**config.mk**
```make
export PLATFORM = sky130hd
export DESIGN_NAME = dispatch_queue_flat
export DESIGN_NICKNAME = d
export VERILOG_FILES = /design/src/rtl/dispatch_queue_if.sv /design/src/rtl/dispatch_queue.sv /design/src/flat_wrapper.sv
export SDC_FILE = /design/constraint.sdc
export NUM_CORES = 1
export LEC_CHECK = 0
export ABC_AREA = 1
export CAP_MARGIN = 20
export CORE_MARGIN = 3
export CORE_UTILIZATION = 34
export DETAILED_ROUTE_END_ITERATION = 6
export GPL_TIMING_DRIVEN = 0
export PLACE_DENSITY = 0.64
export SKIP_LAST_GASP = 1
export SYNTH_ARGS = -nofsm -noshare
export SYNTH_HDL_FRONTEND = slang
export SYNTH_SLANG_ARGS = --single-unit
```
**constraint.sdc**
```tcl
create_clock -name clk -period 3.8 [get_ports clk]
set_input_delay 0.38 -clock clk [delete_from_list [all_inputs] [get_ports clk]]
set_output_delay 0.38 -clock clk [all_outputs]
set_load 0.005 [all_outputs]
```
**src/rtl/dispatch_queue_if.sv**
```systemverilog
// Decode/dispatch side bundle of the dispatch queue: enqueue handshake, head
// entry presentation, router stall, flush and occupancy.
interface dispatch_queue_if #(
    parameter int XLEN  = 32,
    parameter int DEPTH = 8
);
    logic                     flush;
    logic                     enq_valid;
    logic                     enq_ready;
    logic [XLEN-1:0]          enq_instruction;
    logic [XLEN-1:0]          enq_pc;
    logic [1:0]               enq_instruction_type;
    logic                     deq_valid;
    logic [XLEN-1:0]          deq_instruction;
    logic [XLEN-1:0]          deq_pc;
    logic [1:0]               deq_instruction_type;
    logic                     dispatch_stall;
    logic [$clog2(DEPTH):0]   count;

    // Decode and router side.
    modport master (
        output flush, enq_valid, enq_instruction, enq_pc, enq_instruction_type, dispatch_stall,
        input  enq_ready, deq_valid, deq_instruction, deq_pc, deq_instruction_type, count
    );

    // Queue side.
    modport slave (
        input  flush, enq_valid, enq_instruction, enq_pc, enq_instruction_type, dispatch_stall,
        output enq_ready, deq_valid, deq_instruction, deq_pc, deq_instruction_type, count
    );
endinterface

```
**src/rtl/dispatch_queue.sv**
```systemverilog
// Circular FIFO between decode and dispatch; presents the oldest decoded
// instruction to the router and empties instantly on a branch-unit flush.
module dispatch_queue #(
    parameter int XLEN  = 32,
    parameter int DEPTH = 8
) (
    input  logic               clk,
    input  logic               reset_n,
    dispatch_queue_if.slave    bus
);
    localparam int AW = $clog2(DEPTH);
    localparam int CW = AW + 1;

    logic [XLEN-1:0] r_instr [DEPTH];
    logic [XLEN-1:0] r_pc    [DEPTH];
    logic [1:0]      r_type  [DEPTH];
    logic [AW-1:0]   r_head;
    logic [AW-1:0]   r_tail;
    logic [CW-1:0]   r_count;

    logic w_full;
    logic w_empty;
    logic w_push;
    logic w_pop;

    assign w_full  = (r_count == CW'(DEPTH));
    assign w_empty = (r_count == '0);

    // Handshake: an entry moves on an edge where valid and ready are both high.
    // Enqueue ready is ~full from registered count only; dequeue "ready" is
    // ~dispatch_stall. Flush overrides both transfers in its cycle.
    assign w_push = bus.enq_valid & ~w_full & ~bus.flush;
    assign w_pop  = ~w_empty & ~bus.dispatch_stall & ~bus.flush;

    assign bus.enq_ready            = ~w_full;
    assign bus.deq_valid            = ~w_empty;
    assign bus.deq_instruction      = r_instr[r_head];
    assign bus.deq_pc               = r_pc[r_head];
    assign bus.deq_instruction_type = r_type[r_head];
    assign bus.count                = r_count;

    // Entry storage carries no reset; validity comes solely from count.
    always_ff @(posedge clk) begin
        if (w_push) begin
            r_instr[r_tail] <= bus.enq_instruction;
            r_pc[r_tail]    <= bus.enq_pc;
            r_type[r_tail]  <= bus.enq_instruction_type;
        end
    end

    always_ff @(posedge clk or negedge reset_n) begin
        if (!reset_n) begin
            r_head  <= '0;
            r_tail  <= '0;
            r_count <= '0;
        end else if (bus.flush) begin
            r_head  <= '0;
            r_tail  <= '0;
            r_count <= '0;
        end else begin
            if (w_push) begin
                r_tail <= r_tail + 1'b1;
            end
            if (w_pop) begin
                r_head <= r_head + 1'b1;
            end
            case ({w_push, w_pop})
                2'b10:   r_count <= r_count + CW'(1);
                2'b01:   r_count <= r_count - CW'(1);
                default: r_count <= r_count;
            endcase
        end
    end
endmodule

```
**src/flat_wrapper.sv**
```systemverilog
// flat-port wrapper written by rule: the top's interface ports become plain ports
module dispatch_queue_flat 
#(
    parameter int XLEN  = 32,
    parameter int DEPTH = 8
)
  (clk, reset_n, bus_flush, bus_enq_valid, bus_enq_instruction, bus_enq_pc, bus_enq_instruction_type, bus_dispatch_stall, bus_enq_ready, bus_deq_valid, bus_deq_instruction, bus_deq_pc, bus_deq_instruction_type, bus_count);
  dispatch_queue_if #(.XLEN(XLEN), .DEPTH(DEPTH)) bus_i ();
  input  logic clk;
  input  logic reset_n;
  input wire logic [$bits(bus_i.flush)-1:0] bus_flush;
  input wire logic [$bits(bus_i.enq_valid)-1:0] bus_enq_valid;
  input wire logic [$bits(bus_i.enq_instruction)-1:0] bus_enq_instruction;
  input wire logic [$bits(bus_i.enq_pc)-1:0] bus_enq_pc;
  input wire logic [$bits(bus_i.enq_instruction_type)-1:0] bus_enq_instruction_type;
  input wire logic [$bits(bus_i.dispatch_stall)-1:0] bus_dispatch_stall;
  output wire logic [$bits(bus_i.enq_ready)-1:0] bus_enq_ready;
  output wire logic [$bits(bus_i.deq_valid)-1:0] bus_deq_valid;
  output wire logic [$bits(bus_i.deq_instruction)-1:0] bus_deq_instruction;
  output wire logic [$bits(bus_i.deq_pc)-1:0] bus_deq_pc;
  output wire logic [$bits(bus_i.deq_instruction_type)-1:0] bus_deq_instruction_type;
  output wire logic [$bits(bus_i.count)-1:0] bus_count;
  assign bus_i.flush = bus_flush;
  assign bus_i.enq_valid = bus_enq_valid;
  assign bus_i.enq_instruction = bus_enq_instruction;
  assign bus_i.enq_pc = bus_enq_pc;
  assign bus_i.enq_instruction_type = bus_enq_instruction_type;
  assign bus_i.dispatch_stall = bus_dispatch_stall;
  assign bus_enq_ready = bus_i.enq_ready;
  assign bus_deq_valid = bus_i.deq_valid;
  assign bus_deq_instruction = bus_i.deq_instruction;
  assign bus_deq_pc = bus_i.deq_pc;
  assign bus_deq_instruction_type = bus_i.deq_instruction_type;
  assign bus_count = bus_i.count;
  dispatch_queue #(.XLEN(XLEN), .DEPTH(DEPTH)) u_core (.clk(clk), .reset_n(reset_n), .bus(bus_i));
endmodule
```
== After elaboration in Yosys (flattened, before gate mapping) ==
Memory sizes are Yosys's and may differ from the RTL's.
Cells that the tools add are included.

* Memories kept: 3
* Memory bits (writable): 528
* Output and inout bits: 72
* Bits of input ports: 71
* Flip-flop bits (word level): 10

* Mux-type cells: 8
* Equal/unequal tests: 3
* $add $sub $neg: 4
* Reduce and logical (&&, ||, !) cells: 4
* Bitwise operators: 8

{| class="wikitable"
|+ Memories
! name !! depth !! width !! rd ports !! clocked after memory_dff !! write ports !! line !! source
|-
| u_core.r_instr || 8 || 32 || 1 || 0 || 1 || dispatch_queue.sv:14 || <nowiki>logic [XLEN-1:0] r_instr [DEPTH];</nowiki>
|-
| u_core.r_pc || 8 || 32 || 1 || 0 || 1 || dispatch_queue.sv:15 || <nowiki>logic [XLEN-1:0] r_pc [DEPTH];</nowiki>
|-
| u_core.r_type || 8 || 2 || 1 || 0 || 1 || dispatch_queue.sv:16 || <nowiki>logic [1:0] r_type [DEPTH];</nowiki>
|}

{| class="wikitable"
|+ Operators by type and width
! operator !! count
|-
| $mux W3 || 4
|-
| $pmux W4 S2 || 1
|-
| $add A3 B1 Y3 const B || 2
|-
| $add A4 B1 Y4 const B || 1
|-
| $and A1 B1 Y1 || 4
|-
| $eq A4 B4 Y1 const B || 1
|-
| $logic_not A4 Y1 || 1
|-
| $mux W4 || 1
|-
| $not A1 Y1 || 4
|-
| $reduce_bool A2 Y1 || 2
|-
| $sub A4 B1 Y4 const B || 1
|-
| $reduce_bool A3 Y1 || 1
|-
| $eq A2 B1 Y1 const B || 1
|-
| $eq A2 B2 Y1 const B || 1
|-
| $mux W1 || 2
|}

== Logic depth before layout (Yosys ltp) ==
Gate-level depths: netlist of run 1.

* Depth after elaboration: 7
* Depth in mapped cells: 14
* Depth with buffers taken out: 14

== Worst setup path before layout of run 1 ==
OpenSTA, ideal clock, no wires.

* Kind: reg-to-reg
* From: register u_core.r_count[0] (netlist: u_core.bus.count[0])
* To: memory u_core.r_instr[0][0], enable pin
* Setup slack: -0.443 ns
* Period minus slack after synthesis: 4.243 ns
* Arrival time: 3.753 ns
* Cell stages (with the launch flop): 7
* Required time: 3.310 ns
* Path through: dfrtp_1 -> nor2_1 -> nand2_1 -> nand2_1 -> nor2_1 -> nand2_1 -> nor2_1

* Longest elaborated chain between the ends: 6

{| class="wikitable"
|+ RTL lines
! element !! line !! source
|-
| start: declaration || dispatch_queue.sv:19 || <nowiki>logic [CW-1:0] r_count;</nowiki>
|-
| start signal: assignment || dispatch_queue.sv:68 || <nowiki>2'b10: r_count <= r_count + CW'(1);</nowiki>
|-
| start signal: assignment || dispatch_queue.sv:69 || <nowiki>2'b01: r_count <= r_count - CW'(1);</nowiki>
|-
| start signal: assignment || dispatch_queue.sv:70 || <nowiki>default: r_count <= r_count;</nowiki>
|-
| $eq A4 B4 Y1 || dispatch_queue.sv:26 || <nowiki>assign w_full = (r_count == CW'(DEPTH));</nowiki>
|-
| $not A1 Y1 || -- ||
|-
| via bus_enq_ready || flat_wrapper.sv:17 || <nowiki>output wire logic [$bits(bus_i.enq_ready)-1:0] bus_enq_ready;</nowiki>
|-
| $and A1 B1 Y1 (2 in series) || dispatch_queue.sv:32 || <nowiki>assign w_push = bus.enq_valid & ~w_full & ~bus.flush;</nowiki>
|-
| $mux W1 || dispatch_queue.sv:44 || <nowiki>if (w_push) begin</nowiki>
|-
| $mux W1 (not written as such) || dispatch_queue.sv:45 || <nowiki>r_instr[r_tail] <= bus.enq_instruction;</nowiki>
|-
| end: declaration || dispatch_queue.sv:14 ||
|}

The timed path passes the listed nets, and every way through them passes these cells.

== Worst setup path in the final report of run 1 ==
* From: register u_core.r_head[0]
* To: output port bus_deq_instruction[19]

* Longest elaborated chain between the ends: 1

{| class="wikitable"
|+ RTL lines
! element !! line !! source
|-
| start: declaration || dispatch_queue.sv:17 || <nowiki>logic [AW-1:0] r_head;</nowiki>
|-
| start signal: assignment || dispatch_queue.sv:65 || <nowiki>r_head <= r_head + 1'b1;</nowiki>
|-
| $mem_v2 Z8 W32 || -- ||
|-
| end: declaration || flat_wrapper.sv:19 || <nowiki>output wire logic [$bits(bus_i.deq_instruction)-1:0] bus_deq_instruction;</nowiki>
|}

No other way between the ends.

==> results of run 1 <==
[stage by stage]
step	hold slack [ns]	cells	setup WS [ns]	utilization, %	total power [mW]
global route	0.1360	2467	0.04704	41.95	16.27
finish	0.1324	2469	0.1902	41.96	15.56
global placement	0.5592	2358	-3.488	38.57	10.92
CTS	0.1050	2465	0.05601	41.94	15.73
detailed placement	0.5601	2378	0.7109	39.44	11.02
floorplan	0.08441	1434	-0.4432	-	9.077
[metal layers]
metal  vias to the layer above  wire length [um]  GRT usage [%]  share of wire [%]
li1                       5792                 -              -                  -
met1                      6235             22100          20.70                 42
met2                       374             26410          27.41                 50
met3                        88              3036          3.518                5.7
met4                         8              1276          4.675                2.4
met5                         -                40              0              0.076
[critical path, delay by kind of cell (launching register included)]
| kind | cells | cell delay (ns) |
|---|---|---|
| AOI/OAI and AO/OA | 1 | 0.19 |
| and+or+nand+nor | 3 | 0.29 |
| DFF | 1 | 0.53 |
| buffers and inverters | 5 | 1.61 |
[Yosys cell counts]
master and n:
a21boi_0 1, a21oi_1 3, buf_1 4, buf_12 1, buf_2 11, buf_4 6
buf_6 2, buf_8 6, clkbuf_1 56, dfrtp_1 10, edfxtp_1 528, fa_1 1
ha_1 4, inv_1 10, inv_2 2, mux2i_1 132, nand2_1 234, nand3_1 5
nand4_1 1, nor2_1 145, o21a_1 1, o21ai_0 138, o22ai_1 132, xnor2_1 1
[registers in the layout (all words and copies together), names as in the netlist]
name,cells
u_core.r_instr,256
u_core.r_pc,256
u_core.r_type,16
u_core.bus.count,4
u_core.r_head,3
u_core.r_tail,3
[worst paths after layout]
check,startpoint,end,slack [ns],cells after the start
setup / recovery,u_core.r_head[0]$_DFFE_PN0P_,bus_deq_instruction[19],0.19,9
hold / removal,reset_n,u_core.bus.count[1]$_DFFE_PN0P_,0.13,1
setup reg to reg,u_core.bus.count[0]$_DFFE_PN0P_,u_core.r_instr[4][5]$_DFFE_PP_,1.16,7
hold reg to reg,u_core.bus.count[3]$_DFFE_PN0P_,u_core.bus.count[3]$_DFFE_PN0P_,0.58,2
max in group asynchronous,reset_n,u_core.bus.count[3]$_DFFE_PN0P_,3.33,1
min in group clk,bus_enq_instruction[30],u_core.r_instr[3][30]$_DFFE_PP_,0.53,1
[where the power goes]
part / total (mW) / switching, mW / internal [mW]
combinational: 4.06 / 2.37 / 1.70
sequential: 6.77 / 0.0766 / 6.70
clock: 4.72 / 2.05 / 2.67
total: 15.6 / 4.50 / 11.1
[kinds of logic (layout without fill, tap and decap cells)]
family                   count (synthesis)  count (layout)
multiplexers                           132             132
other                                    0               4
AND/OR/NAND/NOR                        385             385
AO/OA/AOI/OAI                          275             275
flip-flops                             538             538
adder cells (fa/ha/maj)                  5               5
XOR/XNOR                                 1               1
buffers and inverters                   98             347
[layout make-up]
cell class              count  area (um2)  area share, %
flip-flops and latches    538       16110          63.24
multi-input cells         798        4461          17.52
repair buffers            162        1889          7.419
clock buffers              70        1390          5.458
well taps                 782       978.4          3.842
plain buffers              86       460.4          1.808
clock inverters            17       127.6         0.5011
inverters                  12       45.04         0.1769
diodes                      4       10.01        0.03930
==> reports/metrics.csv, run 1 <==
metric,value,unit
ys_seq_area_share,76.66,%
fillers,5377,
cts_tree,done,
clk-insertion-delay-late,0.58,ns
synth-compound-area-share,7.361,%
wl_per_cell,21.41,um
slew-limit-headroom,40.71,%
final-max-slew-violation-count,0,
yosys.area_share.simple,6.920,%
synthCells,1434,
start_util,34.61,%
muxShareOfSynthArea,6.289,%
path_cells,buf_6 -> inv_2 -> clkbuf_4 -> buf_2 -> nor2_1 -> o22ai_1 -> nand2_1 -> nand2_1 -> clkdlybuf4s50_1,
cts_resized,0,
ios,143,
timing.setup.tns,0,ns
cts_hold_buf,0,
final-hold-violation-count,0,
routed_wl,52870,um
worst_clock_skew,0.01114,ns
period_share,94.99,%
clock_path_buffers,3,
die_w,254.6,um
powerDensity,611.0,nW/um2
yosys_warnings,0,
syn_avg_cell_area,14.65,um2
ys_types,24,
synth_area,21010,um2
final_cell_mix,"edfxtp_1 (528), nand2_1 (234), clkdlybuf4s50_1 (142)",
end_kind,primary output,
status,completed,
synth-xor-area-share,0.04169,%
rsz0062_at_grt,no,
grt_pass1_vias,12578,
synth_area_leader_cell,edfxtp_1,
place_area,23940,um2
p_leak,8.289,nW
maxCapViolCount,0,
die_area,64810,um2
root_buffer,clkbuf_16,
postCtsSetupBuffers,0,
grt_pass1_wl,78190,um
gp_congestion,0.7626,
finalCriticalPeriod,3.610,ns
yosys-top-cells-area,"edfxtp_1 (75%), mux2i_1 (6.3%), nand2_1 (4.2%)",
gr-total-overflow,0,
synth_nets,1510,
drt_iter0_drc,1115,
htreeDepth,2,
tightestPinTransition,0.8872,ns
synth-adder-area-share,0.3335,%
hpwl,34510,um
crit_type,register to primary output,
timing.fmax,0.2770,GHz
finalSetupViolations,0,
synth_top_area_share,75.47,%
firstDrtPassIters,5,
crit_fanout,10,
ys_ff_latch,538,
arrival,3.23,ns
fp.dieH,254.6,um
fp.coreArea,60700,um2
nets,1725,
synth_top_family_by_area,compound AO/OA/AOI/OAI gates,
slowest_delay,0.53,ns
crit_path_frequent_cell,nand2_1,
slowest_stage,dfrtp_1,
numPortBuffers,142,
antenna_found_initial,8,
post-route-cell-area,25470,um2
ant_nets,0,
ir_drop,0.3144,mV
final_common_cell,edfxtp_1,
grtUsageTotal,16.07,%
vias,12497,
syn2layout_area_growth,21.22,%
cts_inserted_buffers,51,
clk_pin_slew_worst_paths,0.06,ns
routed_via_density,5.062,
hold_class,primary input to asynchronous set/reset pin,
drive_gt1_share,7.011,%
clkSinkCount,538,
rows,90,
grt_max_degree,28,
crit_required,3.42,ns
cp-start-kind,register,
drc,0,
(Power assumes the default switching activity.)
==> run 2, diff against run 1 <==
--- a/config.mk
+++ b/config.mk
@@ -9,10 +9,12 @@
 export CAP_MARGIN = 20
 export CORE_MARGIN = 3
 export CORE_UTILIZATION = 34
+export CTS_BUF_LIST = sky130_fd_sc_hd__clkbuf_16
 export DETAILED_ROUTE_END_ITERATION = 6
 export GPL_TIMING_DRIVEN = 0
 export PLACE_DENSITY = 0.64
 export SKIP_LAST_GASP = 1
+export SLEW_MARGIN = 40
 export SYNTH_ARGS = -nofsm -noshare
 export SYNTH_HDL_FRONTEND = slang
 export SYNTH_SLANG_ARGS = --single-unit
==> run 2 against run 1 <==
  * Sequential power about the same
  * Clock-buffer cell count is 17 lower
  * Register-to-register slack better by 0.03 ns
  * First-iteration DRC count down 7.4%
  * Die area stayed put
  * Fmax down 1.2%
  * Wire length is 0.72% higher
  * Core utilization is 0.61 points higher
  * Clock skew shrank 0.0014 ns
  * Critical path depth stayed put
  * Design area rose by 1.5%
  * Critical path type unchanged
==> reports/metrics.csv, run 2 (synthesis gave the netlist of run 1 again) <==
metric,value,unit
status,completed,
rows,90,
drive_gt1_share,7.932,%
fp.coreArea,60700,um2
root_buffer,clkbuf_16,
crit_type,register to primary output,
final_util,42.57,%
crit_required,3.42,ns
rsz0062_at_grt,no,
grt_pass1_wl,78880,um
gr-total-overflow,0,
cts_tree,done,
routed_wl,53250,um
final-max-slew-violation-count,0,
combPwrFrac,26.3,%
intPower,11.05,mW
crit_fanout,10,
htreeDepth,2,
firstDrtPassIters,5,
cp-start-kind,register,
switching_power,4.532,mW
grt_max_degree,19,
period_share,96.14,%
cts_resized,0,
met1_usage,21.44,%
clock_path_buffers,3,
clk-insertion-delay-late,0.58,ns
nets,1743,
worst_clock_skew,0.009756,ns
p_leak,8.492,nW
finalCriticalPeriod,3.653,ns
postCtsSetupBuffers,0,
powerDensity,603.0,nW/um2
gp_congestion,0.7626,
stdcell_count,2486,
top_regs,"u_core.r_instr: 256 flops, u_core.r_pc: 256 flops, u_core.r_type: 16 flops",
clkSinkCount,538,
power_frac_seq,43.5,%
dp_worst_setup_slack,0.6990,ns
end_kind,primary output,
slew-limit-headroom,43.44,%
finalSetupViolations,0,
ir_drop,0.3383,mV
clockPowerShare,30.3,%
wl_per_cell,21.42,um
layout_setup_ws,0.1465,ns
gr-usage-met3,2.733,%
use_met2,27.50,%
maxCapViolCount,0,
routed_via_density,5.086,
antenna_found_initial,5,
rr_worst_depth,8,
die_area,64810,um2
hpwl,35900,um
final_common_cell,edfxtp_1,
start_util,34.61,%
drc,0,
final_cell_mix,"edfxtp_1 (528), nand2_1 (234), clkdlybuf4s50_1 (142)",
timing.fmax,0.2737,GHz
cts_inserted_buffers,52,
fp.dieH,254.6,um
final-hold-violation-count,0,
die_w,254.6,um
vias,12643,
arrival,3.27,ns
ios,143,
cts_hold_buf,0,
hold_class,primary input to asynchronous set/reset pin,
ant_nets,0,
grt-busiest-layer,met2,
syn2layout_area_growth,22.99,%
place_inst,2395,
power,15.58,mW
clk_pin_slew_worst_paths,0.06,ns
grt_pass1_vias,12611,
grtUsageTotal,16.20,%
p_sw_share,29.09,%
numPortBuffers,142,
drt_iter0_drc,1033,
tightestPinTransition,0.8484,ns
[run 2: cell types whose count changed in the layout (fill, tap and decap cells not counted), sizes merged]
cell	delta
buf	+18
clkbuf	-18
clkinv	+9
clkinvlp	+1
diode	-2
inv	+9
[run 2: path summary, 6_finish.rpt]
| kind | end | from | slack (ns) |
|---|---|---|---|
| max in group asynchronous | u_core.bus.count[3]$_DFFE_PN0P_ | reset_n | 3.35 |
| min in group clk | u_core.r_pc[4][28]$_DFFE_PP_ | bus_enq_pc[28] | 0.53 |
| min | u_core.r_tail[2]$_DFFE_PN0P_ | reset_n | 0.13 |
| max | bus_deq_instruction[18] | u_core.r_head[0]$_DFFE_PN0P_ | 0.15 |
| max reg2reg | u_core.r_instr[6][5]$_DFFE_PP_ | u_core.bus.count[0]$_DFFE_PN0P_ | 1.19 |
| min reg2reg | u_core.bus.count[3]$_DFFE_PN0P_ | u_core.bus.count[3]$_DFFE_PN0P_ | 0.59 |
[run 2: layout make-up]
cell class / count / area (um2)
tap: 782 / 978.4
buffer: 86 / 457.9
antenna: 2 / 5.005
multi-input combinational: 798 / 4461
clock buffer: 53 / 1326
timing repair buffer: 179 / 2252
clock inverter: 36 / 207.7
fill: 5318 / 34860
inverter: 12 / 45.04
sequential: 538 / 16110
[run 2: power groups by stage]
| stage | Sequential [mW] | Clock [mW] | Combinational (mW) |
|---|---|---|---|
| detailed placement | 6.90 | 0 | 4.15 |
| global route | 6.78 | 5.05 | 4.46 |
| CTS | 6.77 | 4.81 | 4.18 |
| floorplan | 6.89 | 0 | 2.19 |
| finish | 6.77 | 4.71 | 4.10 |
| global placement | 6.92 | 0 | 4.00 |
[run 2: worst max-delay path, stage by stage (launching register included)]
cell,delay [ns]
dfrtp_1,0.53
buf_6,0.24
inv_2,0.20
buf_2,0.35
buf_2,0.34
nor2_1,0.08
o22ai_1,0.17
nand2_1,0.07
nand2_1,0.16
clkdlybuf4s50_1,0.53
[run 2: per-stage QoR]
step | TNS (ns) | instance area [um2] | hold slack, ns
3_3_place_gp | -1754.73 | 23410 | 0.5592
5_1_grt | 0 | 25840 | 0.1375
3_5_place_dp | 0 | 24300 | 0.5691
2_1_floorplan | -230.71 | 21010 | 0.08441
4_1_cts | 0 | 25830 | 0.1001
6_report | 0 | 25840 | 0.1273
[run 2: metal layers]
| layer | vias up | wire length (um) |
|---|---|---|
| met1 | 6359 | 22600 |
| met3 | 81 | 2702 |
| met4 | 6 | 1263 |
| met2 | 351 | 26650 |
| met5 | - | 35 |
| li1 | 5846 | - |
